--- src/rtl/ring_mem_port.sv ---
// Memory-side ring snoop node: queues read/write line requests for the DDR controller and
// serialises returned lines onto RDreturn/RDdest. Define MEMPORT_PERF_EN to build rdCount/wrCount.

`ifndef RING_SLOT_ADDR
`define RING_SLOT_ADDR  4'h4
`endif
`ifndef RING_SLOT_WDATA
`define RING_SLOT_WDATA 4'h5
`endif

module ring_mem_port #(
  parameter logic [3:0] MEM_ID   = 4'd0,
  parameter int          RQ_DEPTH = 16,
  parameter int          RT_DEPTH = 16
) (
  input  logic         clock,
  input  logic         reset,
  input  logic [31:0]  RingIn,
  input  logic [3:0]   SlotTypeIn,
  input  logic [3:0]   SourceIn,
  output logic [31:0]  RDreturn,
  output logic [3:0]   RDdest,
  output logic         cmdValid,
  input  logic         cmdReady,
  output logic         cmdWrite,
  output logic [27:0]  cmdAddr,
  output logic [255:0] cmdWdata,
  input  logic         rdValid,
  output logic         rdReady,
  input  logic [255:0] rdData,
  output logic         protoErr,
  output logic         ovfErr,
  output logic [31:0]  rdCount,
  output logic [31:0]  wrCount
);

  localparam int RQ_AW = $clog2(RQ_DEPTH);
  localparam int RT_AW = $clog2(RT_DEPTH);
  localparam int RQ_W  = 1 + 28 + 256;

  typedef enum logic {RIDLE, RSEND} rstate_e;

  logic         is_addr, is_wdata;
  logic [255:0] wbuf_q;
  logic [3:0]   wcnt_q, wcnt_d, wsrc_q, wsrc_d;
  logic         wbuf_we;
  logic [2:0]   wbuf_idx;
  logic         wr_req, rd_req, proto_set, ovf_set;
  logic         protoErr_q, ovfErr_q;

  assign is_addr  = (SlotTypeIn == `RING_SLOT_ADDR);
  assign is_wdata = (SlotTypeIn == `RING_SLOT_WDATA);

  // NOTE: every always_comb output gets a default first so no path can infer a latch.
  always_comb begin
    wcnt_d    = wcnt_q;
    wsrc_d    = wsrc_q;
    wbuf_we   = 1'b0;
    wbuf_idx  = wcnt_q[2:0];
    wr_req    = 1'b0;
    rd_req    = 1'b0;
    proto_set = 1'b0;
    if (is_wdata) begin
      if (wcnt_q == 4'd8) begin
        proto_set = 1'b1;
      end else if (wcnt_q != 4'd0 && SourceIn != wsrc_q) begin
        // A foreign source restarts the burst with its word as word 0.
        proto_set = 1'b1;
        wbuf_we   = 1'b1;
        wbuf_idx  = 3'd0;
        wcnt_d    = 4'd1;
        wsrc_d    = SourceIn;
      end else begin
        wbuf_we = 1'b1;
        wcnt_d  = wcnt_q + 4'd1;
        if (wcnt_q == 4'd0) wsrc_d = SourceIn;
      end
    end else if (is_addr) begin
      if (RingIn[31:28] == 4'b0001) begin
        rd_req = 1'b1;
      end else if (RingIn[31:28] == 4'b0000) begin
        wcnt_d = 4'd0;
        if (wcnt_q == 4'd8 && SourceIn == wsrc_q) wr_req = 1'b1;
        else                                      proto_set = 1'b1;
      end else begin
        proto_set = 1'b1;
      end
    end
  end

  // NOTE: sequential state uses non-blocking assignments only, so every flop samples pre-edge values.
  always_ff @(posedge clock) begin
    if (reset) begin
      wcnt_q     <= 4'd0;
      wsrc_q     <= 4'd0;
      protoErr_q <= 1'b0;
      ovfErr_q   <= 1'b0;
    end else begin
      wcnt_q <= wcnt_d;
      wsrc_q <= wsrc_d;
      if (proto_set) protoErr_q <= 1'b1;
      if (ovf_set)   ovfErr_q   <= 1'b1;
    end
  end

  // NOTE: data storage carries no reset; pointers and counts alone define validity.
  always_ff @(posedge clock) begin
    if (wbuf_we) wbuf_q[32*wbuf_idx +: 32] <= RingIn;
  end

  assign protoErr = protoErr_q;
  assign ovfErr   = ovfErr_q;

  logic [RQ_W-1:0] rq_mem [RQ_DEPTH];
  logic [3:0]      rt_mem [RT_DEPTH];
  logic [RQ_AW:0]  rq_wp_q, rq_rp_q;
  logic [RT_AW:0]  rt_wp_q, rt_rp_q;
  logic            rq_empty, rq_full, rt_empty, rt_full;
  logic            rq_pop, rq_push, rt_push, rq_room, rt_room, rd_accept;
  logic [RQ_W-1:0] rq_head;

  assign rq_empty = (rq_wp_q == rq_rp_q);
  assign rq_full  = (rq_wp_q[RQ_AW] != rq_rp_q[RQ_AW]) &&
                    (rq_wp_q[RQ_AW-1:0] == rq_rp_q[RQ_AW-1:0]);
  assign rt_empty = (rt_wp_q == rt_rp_q);
  assign rt_full  = (rt_wp_q[RT_AW] != rt_rp_q[RT_AW]) &&
                    (rt_wp_q[RT_AW-1:0] == rt_rp_q[RT_AW-1:0]);

  assign rq_pop    = cmdValid & cmdReady;
  assign rd_accept = rdValid & rdReady;
  // A pop on the same edge frees the slot, so a full FIFO still accepts then.
  assign rq_room = ~rq_full | rq_pop;
  assign rt_room = ~rt_full | rd_accept;
  assign rt_push = rd_req & rq_room & rt_room;
  assign rq_push = (wr_req & rq_room) | rt_push;
  assign ovf_set = (wr_req | rd_req) & ~rq_push;

  always_ff @(posedge clock) begin
    if (rq_push) rq_mem[rq_wp_q[RQ_AW-1:0]] <= {wr_req, RingIn[27:0], wbuf_q};
    if (rt_push) rt_mem[rt_wp_q[RT_AW-1:0]] <= SourceIn;
  end

  always_ff @(posedge clock) begin
    if (reset) begin
      rq_wp_q <= '0;
      rq_rp_q <= '0;
      rt_wp_q <= '0;
      rt_rp_q <= '0;
    end else begin
      if (rq_push)   rq_wp_q <= rq_wp_q + (RQ_AW+1)'(1);
      if (rq_pop)    rq_rp_q <= rq_rp_q + (RQ_AW+1)'(1);
      if (rt_push)   rt_wp_q <= rt_wp_q + (RT_AW+1)'(1);
      if (rd_accept) rt_rp_q <= rt_rp_q + (RT_AW+1)'(1);
    end
  end

  assign rq_head  = rq_mem[rq_rp_q[RQ_AW-1:0]];
  assign cmdValid = ~rq_empty;
  assign cmdWrite = rq_head[RQ_W-1];
  assign cmdAddr  = rq_head[283:256];
  assign cmdWdata = rq_head[255:0];

  rstate_e      state_q, state_d;
  logic [2:0]   idx_q, idx_d;
  logic [255:0] line_q;
  logic [3:0]   tag_q;

  always_ff @(posedge clock) begin
    if (reset) begin
      state_q <= RIDLE;
      idx_q   <= 3'd0;
    end else begin
      state_q <= state_d;
      idx_q   <= idx_d;
    end
  end

  always_ff @(posedge clock) begin
    if (rd_accept) begin
      line_q <= rdData;
      tag_q  <= rt_mem[rt_rp_q[RT_AW-1:0]];
    end
  end

  always_comb begin
    state_d = state_q;
    idx_d   = idx_q;
    case (state_q)
      RIDLE: if (rd_accept) begin
        state_d = RSEND;
        idx_d   = 3'd0;
      end
      RSEND: if (idx_q == 3'd7) begin
        state_d = rd_accept ? RSEND : RIDLE;
        idx_d   = 3'd0;
      end else begin
        idx_d = idx_q + 3'd1;
      end
      default: state_d = RIDLE;
    endcase
  end

  always_comb begin
    rdReady  = 1'b0;
    RDreturn = 32'd0;
    RDdest   = MEM_ID;
    case (state_q)
      RIDLE: rdReady = ~rt_empty;
      RSEND: begin
        rdReady  = (idx_q == 3'd7) & ~rt_empty;
        RDreturn = line_q[32*idx_q +: 32];
        RDdest   = tag_q;
      end
      default: ;
    endcase
  end

`ifdef MEMPORT_PERF_EN
  logic [31:0] rd_cnt_q, wr_cnt_q;

  always_ff @(posedge clock) begin
    if (reset) begin
      rd_cnt_q <= 32'd0;
      wr_cnt_q <= 32'd0;
    end else begin
      if (rt_push)           rd_cnt_q <= rd_cnt_q + 32'd1;
      if (rq_push & wr_req)  wr_cnt_q <= wr_cnt_q + 32'd1;
    end
  end

  assign rdCount = rd_cnt_q;
  assign wrCount = wr_cnt_q;
`else
  assign rdCount = 32'd0;
  assign wrCount = 32'd0;
`endif

endmodule

--- config.mk ---
export PLATFORM = sky130hd
export DESIGN_NAME = ring_mem_port
export DESIGN_NICKNAME = d
export VERILOG_FILES = /design/src/rtl/ring_mem_port.sv
export SDC_FILE = /design/constraint.sdc
export NUM_CORES = 2
export LEC_CHECK = 0
export CORE_AREA = 2 2 584 1167
export CTS_BUF_LIST = sky130_fd_sc_hd__clkbuf_4
export CTS_CLUSTER_SIZE = 10
export DETAILED_ROUTE_END_ITERATION = 6
export DIE_AREA = 0 0 586 1169
export HOLD_SLACK_MARGIN = 0.03
export PLACE_DENSITY = 0.53
export REMOVE_ABC_BUFFERS = 1
export SLEW_MARGIN = 20
export SYNTH_ARGS = -nofsm -noshare
export SYNTH_HDL_FRONTEND = slang
export SYNTH_MEMORY_MAX_BITS = 65536
export SYNTH_SLANG_ARGS = --single-unit
--- constraint.sdc ---
create_clock -name clock -period 31.2 [get_ports clock]
set_input_delay 3.12 -clock clock [delete_from_list [all_inputs] [get_ports clock]]
set_output_delay 3.12 -clock clock [all_outputs]
set_load 0.01 [all_outputs]
==> Implementation_results.wiki <==
{| class="wikitable"
! Metric !! Value
|-
| Run status || complete, no violations
|-
| Crit path capture type || output pin
|-
| HP Class || register to register
|-
| Die X-Extent || 586 µm
|-
| Max Buffers Root-to-Sink || 5
|-
| Antenna Violating Nets Remaining || 0
|-
| FP Rows || 428
|-
| Setup repair after global routing missed its margin || no
|-
| Global placer's final weighted congestion || 0.772
|-
| Worst slew margin relative to its limit || 0.205
|-
| Final critical delay including setup and external delays || 11,190 ps
|-
| Layout cells sized above 1 || 0.338
|-
| Starting density of the core || 0.289
|-
| Worst skew pair latency || 1790 ps
|-
| Family with the most delay on the worst path || buffers and inverters
|-
| Largest net degree at the start of global routing || 141
|-
| Number of DRC markers after the initial detailed-route iteration || 9,726
|-
| Maximum ir drop on the vdd rail || 0.0000387 V
|-
| Top library cells by usage in the layout, fill and taps aside || 5,140 x edfxtp_1, 1,852 x clkbuf_4, 1,416 x mux4_2, 617 x clkdlybuf4s50_1, 238 x clkinv_1
|-
| Cell area after synthesis || between 150,000 and 200,000 µm²
|-
| All-layer global routing usage || 0.156
|-
| Total negative slack || 0 ps
|-
| Critical Path AT || 8070 ps
|-
| Root cell of the clock tree || clkbuf_4
|-
| Post-Route WL || 538 mm
|-
| CTS Hold Buffers Added || 0
|-
| Nets@finish || 10,148
|-
| Final worst path period share || 0.359
|-
| Overflow left after global routing || 0
|-
| Total of flip-flops plus latches after synthesis || 5,178
|-
| Area after detailed placement || 213,000 µm²
|-
| Number of library cell types mapped by synthesis || 63
|-
| Worst clock skew || 140 ps
|-
| Synth top area share || 0.789
|-
| Post-layout instance area || 229,000 µm²
|-
| Antenna violations before repair || 74
|-
| CP Data Required Time || 28,080 ps
|-
| Fraction of registers with async set/reset || 0
|-
| Total Die Area || 685,000 µm²
|-
| Buf+Inv Stages, Crit Path || 5
|-
| Count of cells resized by post-cts repair || 0
|-
| H-tree levels || 7
|-
| Worst-Margin Slew || 1190 ps
|-
| Leading area contributor after synthesis || edfxtp_1
|-
| Clock tree from TritonCTS || yes
|-
| Vias/cell || 4.78
|-
| Routed WL per cell || 27.3 µm
|-
| Sequential fraction of the synthesis area || 0.793
|-
| Library cell contributing the largest single delay on the critical path || dfxtp_4
|-
| Static power due to leakage || between 60 and 70 nW
|-
| Highest fanout seen on the critical path || 96
|-
| Number of buffers created by CTS || 1,333
|-
| Post-synthesis cell count || 8,083
|-
| IO Count || 689
|-
| Clock-pin slew of the registers on the worst-case setup and hold paths || 60 ps
|-
| Max Transition Viols Final || 0
|-
| Combined area of the multi-input logic cells || 38,700 µm²
|-
| Critical path class || register to output pin
|-
| Clock Sinks || 5,178
|-
| Post-DP HPWL || 284 mm
|-
| Delay of the slowest cell on the worst path || 930 ps
|-
| Count of flip-flops with a built-in enable after synthesis || 5,140
|-
| Power per cell area || between 50 and 60 nW/µm²
|-
| Total of warnings raised by yosys || 0
|-
| Detailed-router iteration count before antenna repair || 5
|-
| Postcts setup bufs || 0
|-
| Number of maximum-capacitance violations || 0
|-
| Filler Cell Count || 64,070
|-
| Most common flop cell mapped by yosys || edfxtp_1
|-
| Highest clock frequency the design can meet || between 0.08 and 0.09 GHz
|-
| Register area || about 160,000 µm²
|-
| Leading post-synthesis cells by cell area || edfxtp_1 79%, mux4_2 16%, mux2i_1 0.67%
|-
| Vias in the first global route || 100,553
|-
| Nature of the critical path startpoint || register
|-
| Global-route wire length before repair || 747 mm
|-
| Mean area per synthesized cell || 24.2 µm²
|-
| Die outline height || 1.17 mm
|-
| Count of buffers from port buffering || ~620
|-
| Vias post-DR || 94,260
|-
| Core area || 677,000 µm²
|-
| Number of endpoints with negative hold slack in the final report || 0
|-
| Finish-stage setup viols || 0
|-
| Syn-to-layout area delta || 17.0%
|-
| Commonest non-fill, non-tap cell in the layout || edfxtp_1
|-
| Crit path cell chain || buf_12, buf_4, buf_12, buf_4, mux4_2, nor2b_1, a211oi_1, a21oi_1, clkdlybuf4s50_1
|-
| DR DRC count || 0
|}
[per-layer routing]
layer | vias up | track usage | routed length [µm]
met1 | 50738 | 0.199 | 215000
met2 | 4215 | 0.248 | 260000
met4 | 18 | 0.0468 | 9670
li1 | 38704 | - | -
met3 | 585 | 0.0554 | 53000
met5 | - | 0 | 115
[final cells by class]
type / instances / area share
sequential: 5178 / 0.678
timing repair buffer: 830 / 0.0353
multi-input combinational: 2468 / 0.169
clock buffer: 1852 / 0.0608
antenna: 59 / 0.000645
tap: 9030 / 0.0494
clock inverter: 297 / 0.00651
inverter: 18 / 0.000328
[cell families after synthesis]
family / after synthesis / synth area share
and+or+nand+nor: 571 / 0.0158
other: 1 / 0.0000192
adders and majority gates: 19 / 0.00122
DFF: 5178 / 0.793
muxes: 1552 / 0.170
xor gates and xnor gates: 20 / 0.000895
buffers and inverters: 500 / 0.0114
AOI/OAI and AO/OA: 242 / 0.00790
[through the flow]
step                worst slack [ps]  utilization  power [mW]  hold WS [ps]  std cells
floorplan                     -21310            -        7.83           481       7664
global placement               21440        0.315        7.87           494      17523
detailed placement             21360        0.315        7.87           499      17524
CTS                            19500        0.338        13.3           512      19673
global route                   19180        0.338        13.7           542      19693
finish                         20010        0.338        13.1           495      19732
[flip-flops by register name, indices dropped and copies added, names as in the netlist, 4 cells and up, named ones only]
signal	cells
rq_wp_q	5
rt_wp_q	5
rq_rp_q	5
rt_rp_q	5
rt_mem	64
wbuf_q	256
tag_q	4
line_q	256
wsrc_q	4
wcnt_q	4
rq_mem	4560
[synth_stat cells (all sizes together), types with 2 or more instances]
cell,instances
a211o,2
a211oi,95
a21o,3
a21oi,113
a311oi,2
a31oi,2
and2,165
and3,17
buf,188
clkbuf,293
dfxtp,38
edfxtp,5140
ha,19
inv,17
mux2,5
mux2i,131
mux4,1416
nand2,26
nand2b,38
nand3,16
nand3b,3
nand4,4
nor2,175
nor2b,101
nor3,7
nor4,3
o211a,2
o211ai,2
o21ai,7
o31ai,5
or3,3
or4,5
xnor2,10
xor2,10
[worst register-to-register path, delay by kind of cell, from the launching register on]
| kind | cells | cell delay [ps] |
|---|---|---|
| adder cells (fa/ha/maj) | 2 | 400 |
| buffers and inverters | 3 | 2520 |
| AO/OA/AOI/OAI | 3 | 980 |
| flip-flops | 1 | 790 |
| AND/OR/NAND/NOR | 2 | 1080 |
[path summary, 6_finish.rpt]
check	start	end	slack [ps]	cells after the start
setup / recovery	register	cmdWdata[137]	20010	9
hold / removal	rq_rp_q[3]$_SDFFE_PP0P_	register	490	2
setup reg to reg	idx_q[1]$_SDFFE_PP0P_	rq_mem[11][234]$_DFFE_PP_	25030	10
hold reg to reg	rq_rp_q[3]$_SDFFE_PP0P_	register	490	2
[power breakdown]
part           total [mW]  internal (mW)  switching, mW
clock                5.43           2.82           2.61
sequential           7.56           7.55        0.00498
combinational       0.158         0.0699         0.0877
Power figures use the tool's default switching activity.
